### src/rtl/decode_ctrl_pipe_if.sv
`default_nettype none
// ============================================================================
// decode_ctrl_pipe_if: D-stage instruction in / control word out handshake.
// Revision: 1.0
// ============================================================================
interface decode_ctrl_pipe_if;
   logic        in_valid;
   logic        in_ready;
   logic [31:0] instr;
   logic        out_valid;
   logic        out_ready;
   logic [21:0] ctrl;

   // master is the surrounding pipeline, slave is the decode stage
   modport master (
      output in_valid, instr, out_ready,
      input  in_ready, out_valid, ctrl
   );
   modport slave (
      input  in_valid, instr, out_ready,
      output in_ready, out_valid, ctrl
   );
endinterface
`default_nettype wire

### src/rtl/decode_ctrl_pipe.sv
`default_nettype none
// ============================================================================
// decode_ctrl_pipe: MIPS32 decode into a one-entry valid/ready slot with a HI/LO busy sequencer.
// Revision: 1.0
// ============================================================================
module decode_ctrl_pipe #(
   parameter int MUL_CYCLES = 4,
   parameter int DIV_CYCLES = 32,
   parameter int CNT_W      = $clog2(DIV_CYCLES + 1)
) (
   input  logic              clk,
   input  logic              resetn,
   input  logic              flush,
   output logic              md_busy,
   decode_ctrl_pipe_if.slave bus
);

   typedef struct packed {
      logic regwrite, regdst, alusrc, branch, memwrite, memtoreg, memen, jump;
      logic jal, jr, bal, write31, hlwrite, hlread, cp0we, cp0read;
      logic eret, syscall, brk, ri, is_mul, is_div;
   } ctrl_t;

   typedef enum logic [1:0] {
      c_idle = 2'd0,
      c_mul  = 2'd1,
      c_div  = 2'd2
   } state_t;

   localparam logic [CNT_W-1:0] c_mul_init = CNT_W'(MUL_CYCLES - 1);
   localparam logic [CNT_W-1:0] c_div_init = CNT_W'(DIV_CYCLES - 1);

   ctrl_t            w_dec;
   ctrl_t            r_ctrl;
   logic             r_valid;
   state_t           r_state;
   logic [CNT_W-1:0] r_count;
   logic [5:0]       w_op;
   logic [5:0]       w_funct;
   logic [4:0]       w_rs;
   logic [4:0]       w_rt;
   logic             w_hl_block;
   logic             w_accept;
   logic             w_handoff;

   assign w_op    = bus.instr[31:26];
   assign w_rs    = bus.instr[25:21];
   assign w_rt    = bus.instr[20:16];
   assign w_funct = bus.instr[5:0];

   always_comb begin
      w_dec = '0;
      case (w_op)
         6'h00: begin
            case (w_funct)
               6'h00, 6'h02, 6'h03, 6'h04, 6'h06, 6'h07,
               6'h20, 6'h21, 6'h22, 6'h23, 6'h24, 6'h25, 6'h26, 6'h27, 6'h2a, 6'h2b: begin
                  w_dec.regwrite = 1'b1; w_dec.regdst = 1'b1;
               end
               6'h08: begin w_dec.jump = 1'b1; w_dec.jr = 1'b1; end
               6'h09: begin w_dec.regwrite = 1'b1; w_dec.regdst = 1'b1; w_dec.jr = 1'b1; end
               6'h0c: w_dec.syscall = 1'b1;
               6'h0d: w_dec.brk = 1'b1;
               6'h10, 6'h12: begin
                  w_dec.regwrite = 1'b1; w_dec.regdst = 1'b1; w_dec.hlread = 1'b1;
               end
               6'h11, 6'h13: w_dec.hlwrite = 1'b1;
               6'h18, 6'h19: begin w_dec.hlwrite = 1'b1; w_dec.is_mul = 1'b1; end
               6'h1a, 6'h1b: begin w_dec.hlwrite = 1'b1; w_dec.is_div = 1'b1; end
               default: w_dec.ri = 1'b1;
            endcase
         end
         6'h01: begin
            case (w_rt)
               5'h00, 5'h01: w_dec.branch = 1'b1;
               5'h10, 5'h11: begin
                  w_dec.branch = 1'b1; w_dec.regwrite = 1'b1;
                  w_dec.bal = 1'b1; w_dec.write31 = 1'b1;
               end
               default: w_dec.ri = 1'b1;
            endcase
         end
         6'h02: w_dec.jump = 1'b1;
         6'h03: begin w_dec.regwrite = 1'b1; w_dec.jal = 1'b1; w_dec.write31 = 1'b1; end
         6'h04, 6'h05, 6'h06, 6'h07: w_dec.branch = 1'b1;
         6'h08, 6'h09, 6'h0a, 6'h0b, 6'h0c, 6'h0d, 6'h0e, 6'h0f: begin
            w_dec.regwrite = 1'b1; w_dec.alusrc = 1'b1;
         end
         6'h10: begin
            if (bus.instr == 32'h4200_0018) begin
               w_dec.eret = 1'b1;
            end else if (w_rs == 5'd0 && bus.instr[10:0] == 11'd0) begin
               w_dec.regwrite = 1'b1; w_dec.cp0read = 1'b1;
            end else if (w_rs == 5'd4 && bus.instr[10:0] == 11'd0) begin
               w_dec.cp0we = 1'b1;
            end else begin
               w_dec.ri = 1'b1;
            end
         end
         // LB/LH/LW/LBU/LHU; unaligned LWL/LWR are not supported
         6'h20, 6'h21, 6'h23, 6'h24, 6'h25: begin
            w_dec.regwrite = 1'b1; w_dec.alusrc = 1'b1;
            w_dec.memtoreg = 1'b1; w_dec.memen = 1'b1;
         end
         6'h28, 6'h29, 6'h2b: begin
            w_dec.alusrc = 1'b1; w_dec.memwrite = 1'b1; w_dec.memen = 1'b1;
         end
         default: w_dec.ri = 1'b1;
      endcase
   end

   assign md_busy       = (r_state != c_idle);
   assign w_hl_block    = md_busy & (w_dec.hlwrite | w_dec.hlread);
   assign bus.in_ready  = ~flush & (~r_valid | bus.out_ready) & ~w_hl_block;
   assign w_accept      = bus.in_valid & bus.in_ready;
   assign w_handoff     = r_valid & bus.out_ready;
   assign bus.out_valid = r_valid;
   assign bus.ctrl      = r_ctrl;

   always_ff @(posedge clk or negedge resetn) begin
      if (!resetn) begin
         r_valid <= 1'b0;
         r_ctrl  <= '0;
         r_state <= c_idle;
         r_count <= '0;
      end else begin
         if (w_accept) begin
            r_valid <= 1'b1;
            r_ctrl  <= w_dec;
         end else if (flush || w_handoff) begin
            r_valid <= 1'b0;
            r_ctrl  <= '0;
         end

         // a hand-off reloads the busy window; otherwise count down to idle
         if (w_handoff && r_ctrl.is_mul) begin
            r_state <= c_mul;
            r_count <= c_mul_init;
         end else if (w_handoff && r_ctrl.is_div) begin
            r_state <= c_div;
            r_count <= c_div_init;
         end else if (r_state != c_idle) begin
            if (r_count == '0) r_state <= c_idle;
            else               r_count <= r_count - CNT_W'(1);
         end
      end
   end

endmodule
`default_nettype wire
### src/flat_wrapper.sv
// flat-port wrapper written by rule: the top's interface ports become plain ports
module decode_ctrl_pipe_flat 
#(
   parameter int MUL_CYCLES = 4,
   parameter int DIV_CYCLES = 32,
   parameter int CNT_W      = $clog2(DIV_CYCLES + 1)
)
  (clk, resetn, flush, md_busy, bus_in_valid, bus_instr, bus_out_ready, bus_in_ready, bus_out_valid, bus_ctrl);
  decode_ctrl_pipe_if bus_i ();
  input  logic clk;
  input  logic resetn;
  input  logic flush;
  output logic md_busy;
  input wire logic [$bits(bus_i.in_valid)-1:0] bus_in_valid;
  input wire logic [$bits(bus_i.instr)-1:0] bus_instr;
  input wire logic [$bits(bus_i.out_ready)-1:0] bus_out_ready;
  output wire logic [$bits(bus_i.in_ready)-1:0] bus_in_ready;
  output wire logic [$bits(bus_i.out_valid)-1:0] bus_out_valid;
  output wire logic [$bits(bus_i.ctrl)-1:0] bus_ctrl;
  assign bus_i.in_valid = bus_in_valid;
  assign bus_i.instr = bus_instr;
  assign bus_i.out_ready = bus_out_ready;
  assign bus_in_ready = bus_i.in_ready;
  assign bus_out_valid = bus_i.out_valid;
  assign bus_ctrl = bus_i.ctrl;
  decode_ctrl_pipe #(.MUL_CYCLES(MUL_CYCLES), .DIV_CYCLES(DIV_CYCLES), .CNT_W(CNT_W)) u_core (.clk(clk), .resetn(resetn), .flush(flush), .md_busy(md_busy), .bus(bus_i));
endmodule
### config.mk
export PLATFORM = sky130hd
export DESIGN_NAME = decode_ctrl_pipe_flat
export DESIGN_NICKNAME = d
export VERILOG_FILES = /design/src/rtl/decode_ctrl_pipe_if.sv /design/src/rtl/decode_ctrl_pipe.sv /design/src/flat_wrapper.sv
export SDC_FILE = /design/constraint.sdc
export NUM_CORES = 1
export LEC_CHECK = 0
export ABC_AREA = 0
export ABC_CLOCK_PERIOD_IN_PS = 5400
export BUFFER_PORTS_ARGS = -buffer_cell sky130_fd_sc_hd__buf_2
export CAP_MARGIN = 15
export CORE_AREA = 3 3 63 65
export CTS_CLUSTER_SIZE = 8
export DETAILED_ROUTE_END_ITERATION = 12
export DIE_AREA = 0 0 66 68
export PLACE_DENSITY = 0.82
export SLEW_MARGIN = 20
export SYNTH_ARGS = -nofsm -noshare
export SYNTH_HDL_FRONTEND = slang
export SYNTH_SLANG_ARGS = --single-unit
export TNS_END_PERCENT = 1
### constraint.sdc
create_clock -name clk -period 5.4 [get_ports clk]
set_input_delay 1.08 -clock clk [delete_from_list [all_inputs] [get_ports clk]]
set_output_delay 1.08 -clock clk [all_outputs]
set_load 0.05 [all_outputs]
== Word-level counts from Yosys, hierarchy flattened ==
Index checks and enable logic that the tools add are counted.
Cells by class
  add/subtract/negate cells: 1
  equal/unequal tests: 57
  muxes and demuxes: 52
  bitwise logic cells: 10
  reductions and logical operators: 33
Operators with widths (count)
  6-bit == test, second input constant: 18
  6-bit by 4-bit == test with 1-bit output, second input constant: 12
  6-bit by 5-bit == test with 1-bit output, second input constant: 9
  22-bit two-way mux: 2
  6-bit by 3-bit == test with 1-bit output, second input constant: 7
  32-bit by 31-bit == test with 1-bit output, second input constant: 1
  1-bit two-way mux: 30
  28-bit OR reduction: 1
  6-bit by 2-bit == test with 1-bit output, second input constant: 4
  6-bit two-way mux: 4
  22-bit OR reduction: 1
  2-bit two-way mux: 10
  19-bit OR reduction: 1
  6-bit logical NOT: 3
  16-bit OR reduction: 1
  14-bit OR reduction: 1
  11-bit logical NOT: 1
  5-bit == test, second input constant: 2
  5-bit logical NOT: 2
  2-bit OR reduction: 5
  1-bit one-hot mux with 4 select lines: 2
  4-bit OR reduction: 2
  8-bit OR reduction: 1
  6-bit by 1-bit == test with 1-bit output, second input constant: 1
  17 further kinds: 32
Storage, ports and cells
  register bits: 31
  bits of input ports: 37
  output and inout port bits: 25

== Logic depth before layout (Yosys ltp) ==
Gate-level depths: netlist of run 1.
  word-level depth: 10
  gate-level depth with buffers: 7
  depth with buffers taken out: 7

== Least setup slack after synthesis of run 1 ==
OpenSTA, ideal clock, no wires.
  path kind: input to output
  from: input port bus_instr[30]
  to: output port bus_in_ready
  arrival time: 2.775 ns
  data required time: 4.320 ns
  setup slack: 1.545 ns
  stages: 5
  cell sequence: clkbuf_1 nor4_4 nand4_1 nor2_1 nor3_1
On the way
  longest elaborated chain between the ends: 6
RTL lines
  start, declared: line flat_wrapper.sv:15  | input wire logic [$bits(bus_i.instr)-1:0] bus_instr;
  6-bit logical NOT: line decode_ctrl_pipe.sv:53  | case (w_op)
  2-bit two-way mux: line decode_ctrl_pipe.sv:53
  1-bit OR: line decode_ctrl_pipe.sv:113  | assign w_hl_block = md_busy & (w_dec.hlwrite | w_dec.hlread);
  1-bit bitwise AND: line decode_ctrl_pipe.sv:113
  1-bit NOT: line decode_ctrl_pipe.sv:114  | assign bus.in_ready = ~flush & (~r_valid | bus.out_ready) & ~w_hl_block;
  1-bit bitwise AND: line decode_ctrl_pipe.sv:114
  end, declared: line flat_wrapper.sv:17  | output wire logic [$bits(bus_i.in_ready)-1:0] bus_in_ready;
No other way between the ends.

== Final worst setup path of run 1 ==
  from: input port bus_instr[29]
  to: output port bus_in_ready
The elaborated chain is that of the path after synthesis.

==> flow_metrics.py, run 1 <==
metrics = {
    "status": {
        "status": "finished clean",
    },
    "detailed_routing": {
        "wl_per_cell_um": 14.2,
        "via_count": 1837,
        "vias_per_cell": 5.83,
        "drc": 0,
        "dr.pass1.iters": 4,
        "drtIter0Drc": 97,
        "wl_mm": 4.47,
        "ant_nets": 0,
    },
    "pwr": {
        "power_density_nw_per_um2": 281,
        "p_leak_nw": 1.05,
        "ir_drop_v": 0.0000996,
        "finalPower_uw": 623,
    },
    "sta": {
        "setup_viol": 0,
        "skew_ns": 0.0165,
        "min_period_ns": 3.48,
        "maxSlewHeadroom_pct": 55.3,
        "hold_viol_final": 0,
        "period_share_pct": 64.5,
        "tightest_slew_ns": 0.670,
        "hold_ws_ns": 0.507,
        "timing.setup.tns_ns": 0,
        "report.final.slew_viol_count": 0,
        "rsz0062_at_grt": "false",
        "max_freq_mhz": 287,
    },
    "placed_design": {
        "dpl.hpwl_mm": 3.46,
        "numPortBuffers": 61,
        "dp.cells": 307,
        "place_congestion": 0.847,
    },
    "synth": {
        "yosysWarnings": 0,
        "ys_top_cells_by_area": "dfrtp_1, nand3_1, a21oi_1, o31ai_1, nor2_1",
        "synth_async_sr_flop_share_pct": 100,
        "synthCells": 210,
        "synth_area_um2": 1840,
        "synth_seq_cells": 31,
        "synth_edf_count": 0,
        "yosysTopAreaCell": "dfrtp_1",
        "yosysUniqueCellTypes": 45,
        "synth_top_cell_area_share_pct": 42.1,
        "ys.flop_type": "dfrtp_1",
        "synth_nets": 249,
        "synth-seq-area-share_pct": 42.1,
        "synth_area_per_cell_um2": 8.76,
    },
    "min_path": {
        "min_path_cells": 2,
        "holdCritPathClass": "reg2reg",
        "hp-start": "u_core.bus.ctrl[15]",
        "hold_path_end": "u_core.bus.ctrl[15]",
    },
    "floorplanning": {
        "die_area_um2": 4490,
        "start_util_pct": 54.3,
        "coreArea_um2": 3390,
        "io_pins": 62,
        "die_w_um": 66,
        "die_y_um": 68,
        "core.rowCount": 21,
    },
    "setup_path": {
        "crit_arrival_ns": 2.40,
        "path_common_cell": "buf_2",
        "crit_path_start": "bus_instr[29]",
        "crit_path_start_kind": "primary input",
        "cp_data_required_time_ns": 4.32,
        "slowest_stage": "nor4_4",
        "critical_path.max_stage_delay_ns": 0.41,
        "reg2reg_to": "u_core.r_count[5]",
        "crit_chain": "buf_2, nor4_4, nand4_1, nor2_1, nor3_1, buf_2",
        "r2r_cells": 7,
        "crit_type": "in2out",
        "worstReg2RegStart": "u_core.r_count[0]",
        "crit_path_max_fanout": 11,
        "r2r_slack_ns": 3.38,
        "cp-end-kind": "output pin",
    },
    "clocking": {
        "htree_num_levels": 2,
        "ctsResizeCount": 0,
        "cts_tree": "done",
        "postCtsSetupBuffers": 0,
        "cts_sinks": 31,
        "cts.clk_slew.worst_paths_ns": 0.08,
        "holdBufCountCts": 0,
        "numCtsBuffers": 5,
        "clockBufferDepth": 2,
        "worstSkewPairLatency_ns": 0.34,
        "cts_root_buf": "clkbuf_4",
    },
    "grt": {
        "track_usage_pct": 22.0,
        "grt_pass1_vias": 1703,
        "overflow": 0,
        "antenna_found_initial": 0,
        "grt_max_degree": 36,
        "grt_pass1_wl_mm": 7.47,
    },
    "layout": {
        "layout-area-overhead-vs-synth_pct": 20.7,
        "drive_above_1_share_pct": 30.1,
        "num-nets-final": 307,
        "antennaDiodeCount": 0,
        "final_cells": 315,
    },
    "flow_run": {
        "drv_cap": 0,
    },
}
[synth_stat cells, drive strengths merged (4+ instances only)]
cell type and count:
dfrtp 31, nand3 27, nor2 14, a21oi 13
o21ai 12, inv 11, nand2 11, o31ai 9
clkbuf 8, nor2b 8, nand2b 6, nor3 6
or4 5, buf 4, nand4 4, xor2 4
[registers in the layout, indices dropped and copies added (netlist names)]
| register | count |
|---|---|
| u_core.bus.ctrl | 22 |
| u_core.bus.out_valid | 1 |
| u_core.r_count | 6 |
| u_core.r_state | 2 |
[through the flow]
step	instance area, um^2	util (%)	worst slack (ns)
CTS	2220	65.5	1.91
detailed placement	2170	64.0	1.93
global placement	2170	64.0	1.95
finish	2220	65.5	1.92
floorplan	1840	-	1.55
global route	2220	65.5	1.80
[critical path, delay by kind of cell]
family	cells	cell delay, ns
buffers and inverters	2	0.37
AND/OR/NAND/NOR	4	0.95
[kinds of logic after synthesis]
kind of cell / Yosys count / synth area share [%]
flops: 31 / 42.1
fa+ha+maj: 2 / 1.36
compound gates: 57 / 21.6
buf+inv: 23 / 4.96
simple gates: 92 / 27.6
xor+xnor: 5 / 2.38
[layout make-up]
class	instances	area [um^2]
clock buffer	5	37.5
clock inverter	3	15.0
fill	296	1170
inverter	11	41.3
multi-input combinational	156	973
sequential	31	776
tap	46	57.6
timing repair buffer	63	320
[report_power, final]
group	internal (mW)	leakage (nW)	total [mW]	switching, mW
Combinational	0.0779	0.604	0.204	0.126
Sequential	0.264	0.411	0.290	0.0268
Clock	0.0483	0.0347	0.129	0.0806
Total	0.390	1.05	0.623	0.234
[routing by layer]
layer | part of all wire [%] | track usage, % | up-vias
li1 | - | - | 891
met1 | 43 | 28.8 | 863
met2 | 47 | 35.2 | 71
met3 | 6.9 | 3.28 | 12
met4 | 2.9 | 11.9 | 0
met5 | 0 | 0 | -
[worst max-delay path by stage]
stage	depth (start not counted)	end
6_report	6	bus_in_ready
5_1_grt	6	bus_in_ready
4_1_cts	6	bus_in_ready
3_5_place_dp	6	bus_in_ready
3_3_place_gp	6	bus_in_ready
2_1_floorplan	5	bus_in_ready
[cells in the final DEF, fill, tap and decap left out, types with 3 or more instances in the layout]
| master | synthesis | routed |
|---|---|---|
| buf_2 | 4 | 61 |
| dfrtp_1 | 31 | 31 |
| nand3_1 | 27 | 27 |
| nor2_1 | 14 | 14 |
| a21oi_1 | 12 | 12 |
| inv_1 | 11 | 11 |
| nand2_1 | 11 | 11 |
| o21ai_0 | 10 | 10 |
| nor2b_1 | 8 | 8 |
| o31ai_1 | 8 | 8 |
| nor3_1 | 6 | 6 |
| nand2b_1 | 6 | 6 |
| clkbuf_4 | 0 | 5 |
| nand4_1 | 4 | 4 |
| xor2_1 | 4 | 4 |
| o211ai_1 | 3 | 3 |
| or4_1 | 3 | 3 |
| o41ai_1 | 3 | 3 |
| a31o_2 | 3 | 3 |
| or3_1 | 3 | 3 |
| clkinv_2 | 0 | 3 |
Note: power is estimated with default switching activity, not from simulation.
==> run 2: changes to the inputs <==
Settings changed: ABC_AREA 0 to 1, ABC_CLOCK_PERIOD_IN_PS 5400 to 3100, CORE_AREA 3 3 63 65 to 3 3 72 74, DIE_AREA 0 0 66 68 to 0 0 75 77, PLACE_DENSITY 0.82 to 0.75.
Clock period 5.4 ns to 3.1 ns, I/O delays scaled along.
==> run 2 against run 1 <==
Net effect: power rose by 50%; highest routed layer unchanged; core utilization down 10 points; critical endpoint unchanged; sequential cell count stayed put.
==> flow_metrics.py, run 2 <==
metrics = {
    "layout": {
        "antennaDiodeCount": 0,
        "largest_register_ffs": 22,
        "drive_above_1_share_pct": 21.6,
        "layout_commonest_cell": "nand2_1",
        "num-nets-final": 422,
        "layout-area-overhead-vs-synth_pct": 19.6,
        "layout_common_cells": "nand2_1, buf_2, nand3_1",
    },
    "sta": {
        "timing.setup.tns_ns": 0,
        "maxSlewHeadroom_pct": 54.5,
        "period_share_pct": 72.5,
        "hold_viol_final": 0,
        "min_period_ns": 2.25,
        "hold_ws_ns": 0.377,
        "skew_ns": 0.00800,
        "rsz0062_at_grt": "false",
        "setup_viol": 0,
        "report.final.slew_viol_count": 0,
        "tightest_slew_ns": 0.683,
        "max_freq_mhz": 445,
    },
    "setup_path": {
        "crit_arrival_ns": 1.63,
        "cp-end-kind": "output pin",
        "r2r_cells": 7,
        "cp-endpoint": "bus_in_ready",
        "crit_path_max_fanout": 6,
        "crit_path_start": "bus_instr[27]",
        "cp_data_required_time_ns": 2.48,
        "reg2reg_to": "u_core.bus.ctrl[3]",
        "crit_type": "in2out",
        "crit_path_start_kind": "primary input",
        "r2r_slack_ns": 1.54,
        "worstReg2RegStart": "u_core.r_state[1]",
    },
    "synth": {
        "muxShareOfSynthArea_pct": 0,
        "synth_seq_cells": 31,
        "synth_async_sr_flop_share_pct": 100,
        "synth_nets": 360,
        "synth_common_cells": "nand2_1, nand3_1, nor2_1",
        "yosys.cell_count.top_type": "nand2_1",
        "ys_top_cells_by_area": "dfrtp_1, nand2_1, nand3_1, nor2_1, inv_1",
        "synth_fa_ha_area_share_pct": 1.16,
        "ys.flop_type": "dfrtp_1",
        "synth_area_per_cell_um2": 6.72,
        "synth_compound_area_share_pct": 8.76,
        "yosysTopAreaCell": "dfrtp_1",
        "synthCells": 321,
        "synth_top_family_by_area": "simple AND/OR/NAND/NOR gates",
        "synth-seq-area-share_pct": 36.0,
        "yosysWarnings": 0,
        "synth_area_um2": 2160,
        "synthXorXnorAreaFrac_pct": 0.406,
        "synth_top_cell_area_share_pct": 36.0,
        "synthSimpleGateAreaFrac_pct": 43.2,
        "yosysUniqueCellTypes": 34,
        "synth_edf_count": 0,
    },
    "status": {
        "status": "finished clean",
    },
    "clocking": {
        "cts_tree": "done",
        "clockBufferDepth": 2,
        "postCtsSetupBuffers": 0,
        "ctsResizeCount": 0,
        "cts_root_buf": "clkbuf_8",
        "worstSkewPairLatency_ns": 0.28,
        "cts_sinks": 31,
        "cts.clk_slew.worst_paths_ns": 0.07,
        "htree_num_levels": 2,
        "numCtsBuffers": 5,
        "holdBufCountCts": 0,
    },
    "pwr": {
        "switching_share_pct": 28.8,
        "p_leak_nw": 1.46,
        "ir_drop_v": 0.000129,
        "clock_power_share_pct": 36.8,
        "power_density_nw_per_um2": 364,
        "internal-power_uw": 667,
        "power_frac_comb_pct": 18.3,
        "p_sw_uw": 270,
        "pwr-share-seq_pct": 44.9,
    },
    "grt": {
        "antenna_found_initial": 0,
        "grt_max_degree": 34,
        "grt_pass1_vias": 2044,
        "track_usage_pct": 19.7,
        "overflow": 0,
        "grt_pass1_wl_mm": 9.03,
    },
    "floorplanning": {
        "start_util_pct": 46.3,
        "io_pins": 62,
        "die_y_um": 77,
        "die_w_um": 75,
        "core.rowCount": 25,
        "die_area_um2": 5780,
        "coreArea_um2": 4660,
    },
    "detailed_routing": {
        "ant_nets": 0,
        "dr.pass1.iters": 4,
        "via_count": 2251,
        "vias_per_cell": 5.14,
        "wl_per_cell_um": 12.2,
        "wl_mm": 5.36,
        "drtIter0Drc": 180,
        "drc": 0,
    },
    "min_path": {
        "holdCritPathClass": "in2async",
    },
    "placed_design": {
        "dpl.hpwl_mm": 4.22,
        "place_congestion": 0.906,
        "numPortBuffers": 61,
    },
    "flow_run": {
        "drv_cap": 0,
    },
}
## run 2: cells by family (layout without fill, tap and decap cells)
| logic type | after synthesis | count (layout) |
|---|---|---|
| simple gates | 208 | 208 |
| compound gates | 29 | 29 |
| flops | 31 | 31 |
| buf+inv | 50 | 113 |
| xor+xnor | 1 | 1 |
| fa+ha+maj | 2 | 2 |
## run 2: worst min path at each step
| stage | start | end | slack [ns] |
|---|---|---|---|
| after floorplan | resetn | u_core.bus.ctrl[0] | 0.32 |
| after global placement | u_core.bus.ctrl[11] | u_core.bus.ctrl[11] | 0.48 |
| after detailed placement | u_core.bus.ctrl[12] | u_core.bus.ctrl[12] | 0.49 |
| after global routing | resetn | u_core.r_count[5] | 0.43 |
| final | resetn | u_core.r_count[5] | 0.38 |
| after CTS | resetn | u_core.r_count[5] | 0.40 |
## run 2: power groups by stage
| stage | Sequential [mW] | Combinational, mW | Clock (mW) |
|---|---|---|---|
| 6_report | 0.421 | 0.172 | 0.345 |
| 3_3_place_gp | 0.428 | 0.170 | 0 |
| 2_1_floorplan | 0.446 | 0.0946 | 0 |
| 3_5_place_dp | 0.428 | 0.171 | 0 |
| 4_1_cts | 0.421 | 0.172 | 0.349 |
| 5_1_grt | 0.422 | 0.196 | 0.368 |
## run 2: routing by layer
metal | wire length, um | GRT usage (%)
met3 | 342 | 3.41
met1 | 2460 | 27.3
met5 | 0 | 0
met2 | 2510 | 30.9
met4 | 48 | 5.69
## run 2: through the flow
stage | util, % | cell area [um^2] | power, mW | setup slack (ns) | std cells
finish | 55.3 | 2580 | 0.937 | 0.853 | 438
global route | 55.3 | 2580 | 0.985 | 0.760 | 438
CTS | 55.3 | 2580 | 0.942 | 0.860 | 438
detailed placement | 53.2 | 2480 | 0.600 | 0.864 | 430
global placement | 53.2 | 2480 | 0.598 | 0.898 | 430
floorplan | - | 2160 | 0.540 | 1.14 | 321
## run 2: cell type report
class / count / area [um^2]
multi-input combinational: 240 / 1150
inverter: 43 / 166
tap: 54 / 67.6
clock buffer: 8 / 100
sequential: 31 / 776
timing repair buffer: 62 / 313
fill: 464 / 2080
## run 2: critical path: stages
cell     delay (ns)
buf_2          0.13
nor2_2         0.18
nand2_2        0.09
nor2_4         0.15
nand3_2        0.11
nand2_2        0.10
inv_1          0.04
buf_2          0.20
==> run 3: changes to the inputs <==
Settings changed: ABC_CLOCK_PERIOD_IN_PS 3100 to 2000.
Clock period 3.1 ns to 2 ns, I/O delays scaled along.
==> run 3 against run 2 <==
Net effect: core utilization is 0.54 points higher; sequential cell count stayed put; first-iteration DRC count is 13% lower; clock power is 86% higher; combinational power is 56% higher; worst hold slack worse by 0.24 ns; clock skew is 0.0039 ns lower; non-clock buffer count is 1 higher; via count is 0.18% lower; sequential share of layout area is 0.29 points lower; critical endpoint unchanged; largest cell class unchanged.
==> flow_metrics.py, run 3 (synthesized netlist as in run 2, its figures left out) <==
metrics = {
    "pwr": {
        "power_frac_comb_pct": 17.2,
        "clock_power_share_pct": 41.1,
        "power_density_nw_per_um2": 600,
        "p_leak_nw": 1.48,
        "pwr-share-seq_pct": 41.7,
        "internal-power_mw": 1.12,
        "ir_drop_v": 0.000242,
        "p_sw_uw": 437,
        "switching_share_pct": 28.0,
    },
    "sta": {
        "setup_viol": 0,
        "timing.setup.tns_ns": 0,
        "max_freq_mhz": 558,
        "min_period_ns": 1.79,
        "hold_ws_ns": 0.135,
        "skew_ns": 0.00407,
        "period_share_pct": 89.7,
        "rsz0062_at_grt": "false",
        "hold_viol_final": 0,
        "maxSlewHeadroom_pct": 56.5,
        "report.final.slew_viol_count": 0,
        "tightest_slew_ns": 0.653,
    },
    "setup_path": {
        "crit_path_start_kind": "primary input",
        "crit_chain": "buf_2, nor2_2, nand2_2, nor2_4, nand3_2, nand2_2, inv_1, buf_2",
        "path_buf_inv": 3,
        "crit_path_max_fanout": 6,
        "crit_type": "in2out",
        "slowest_stage": "buf_2",
        "path_delay_family": "simple AND/OR/NAND/NOR gates",
        "cp_data_required_time_ns": 1.60,
        "critical_path.max_stage_delay_ns": 0.20,
        "cp-end-kind": "output pin",
        "crit_arrival_ns": 1.39,
    },
    "layout": {
        "final_area_um2": 2600,
        "largest_register_ffs": 22,
        "layout-area-overhead-vs-synth_pct": 20.7,
        "nFillCells": 470,
        "layout_common_cells": "nand2_1, buf_2, nand3_1",
        "layout_commonest_cell": "nand2_1",
        "drive_above_1_share_pct": 22.1,
        "antennaDiodeCount": 0,
        "num-nets-final": 423,
    },
    "placed_design": {
        "dpl.hpwl_mm": 4.21,
        "place_congestion": 0.924,
        "post_dp_cell_area_um2": 2480,
        "numPortBuffers": 61,
    },
    "detailed_routing": {
        "via_count": 2247,
        "ant_nets": 0,
        "wl_mm": 5.25,
        "drtIter0Drc": 156,
        "dr.pass1.iters": 5,
        "vias_per_cell": 5.12,
        "drc": 0,
        "wl_per_cell_um": 12.0,
    },
    "clocking": {
        "cts_sinks": 31,
        "worstSkewPairLatency_ns": 0.29,
        "htree_num_levels": 2,
        "cts_root_buf": "clkbuf_8",
        "cts.clk_slew.worst_paths_ns": 0.07,
        "holdBufCountCts": 0,
        "cts_tree": "done",
        "numCtsBuffers": 5,
        "ctsResizeCount": 0,
        "postCtsSetupBuffers": 0,
        "clockBufferDepth": 2,
    },
    "floorplanning": {
        "coreArea_um2": 4660,
        "io_pins": 62,
        "die_w_um": 75,
        "core.rowCount": 25,
        "start_util_pct": 46.3,
        "die_area_um2": 5780,
        "die_y_um": 77,
    },
    "grt": {
        "grt_max_degree": 34,
        "antenna_found_initial": 0,
        "overflow": 0,
        "track_usage_pct": 19.5,
        "grt_pass1_wl_mm": 8.78,
        "grt_pass1_vias": 1951,
    },
    "flow_run": {
        "drv_cap": 0,
    },
    "status": {
        "status": "finished clean",
    },
    "min_path": {
        "holdCritPathClass": "in2async",
    },
}
-- run 3: cell count changes in the layout (fill, tap and decap cells not counted), sizes merged --
| cell | before | now |
|---|---|---|
| clkbuf | 8 | 6 |
| buf | 62 | 63 |
| bufinv | 0 | 1 |
| clkinv | 0 | 1 |
-- run 3: path summary, 6_finish.rpt --
check,startpoint,end,slack (ns),cells past startpoint
setup reg to reg,u_core.r_state[1],u_core.bus.ctrl[9],0.43,7
hold reg to reg,u_core.bus.ctrl[12],u_core.bus.ctrl[12],0.49,2
min in group clk,flush,u_core.bus.out_valid,0.32,2
setup / recovery,bus_instr[27],bus_in_ready,0.21,8
max in group asynchronous,resetn,u_core.bus.ctrl[9],1.44,1
hold / removal,resetn,u_core.r_count[5],0.13,1
-- run 3: worst reg2reg max path: stages, from the launching register on --
cell and delay (ns):
dfrtp_1 0.37, nor2_1 0.13, inv_1 0.10, nand3_2 0.10, nand2_2 0.07, nor2_4 0.30
inv_6 0.18, o31ai_1 0.23
-- run 3: power groups by stage --
| stage | sequential [mW] | combinational [mW] | clock, mW |
|---|---|---|---|
| floorplan | 0.691 | 0.147 | 0 |
| global placement | 0.663 | 0.265 | 0 |
| detailed placement | 0.663 | 0.269 | 0 |
| CTS | 0.652 | 0.270 | 0.650 |
| global route | 0.653 | 0.302 | 0.683 |
| finish | 0.652 | 0.268 | 0.641 |
-- run 3: final cells by class --
type                    instances  area [um^2]  area share [%]
repair buffers                 63          320            12.3
inverters                      43          166            6.39
multi-input cells             240         1150            44.4
well taps                      54         67.6            2.60
clock buffers                   6         82.6            3.17
clock inverters                 2         35.0            1.35
flip-flops and latches         31          776            29.8
-- run 3: stage by stage --
stage	setup slack (ns)	utilization, %	instances	power, mW
6_report	0.207	55.8	439	1.56
5_1_grt	0.135	55.8	439	1.64
4_1_cts	0.212	55.8	439	1.57
3_5_place_dp	0.215	53.3	431	0.932
3_3_place_gp	0.243	53.3	431	0.928
2_1_floorplan	0.360	-	321	0.837
-- run 3: routing by layer --
metal  GRT usage, %  part of all wire (%)  vias up
li1               -                     -     1166
met1           27.1                    48     1008
met2           29.1                    45       67
met3           4.06                   5.2        6
met4           7.47                   1.7        0
met5              0                     0        -
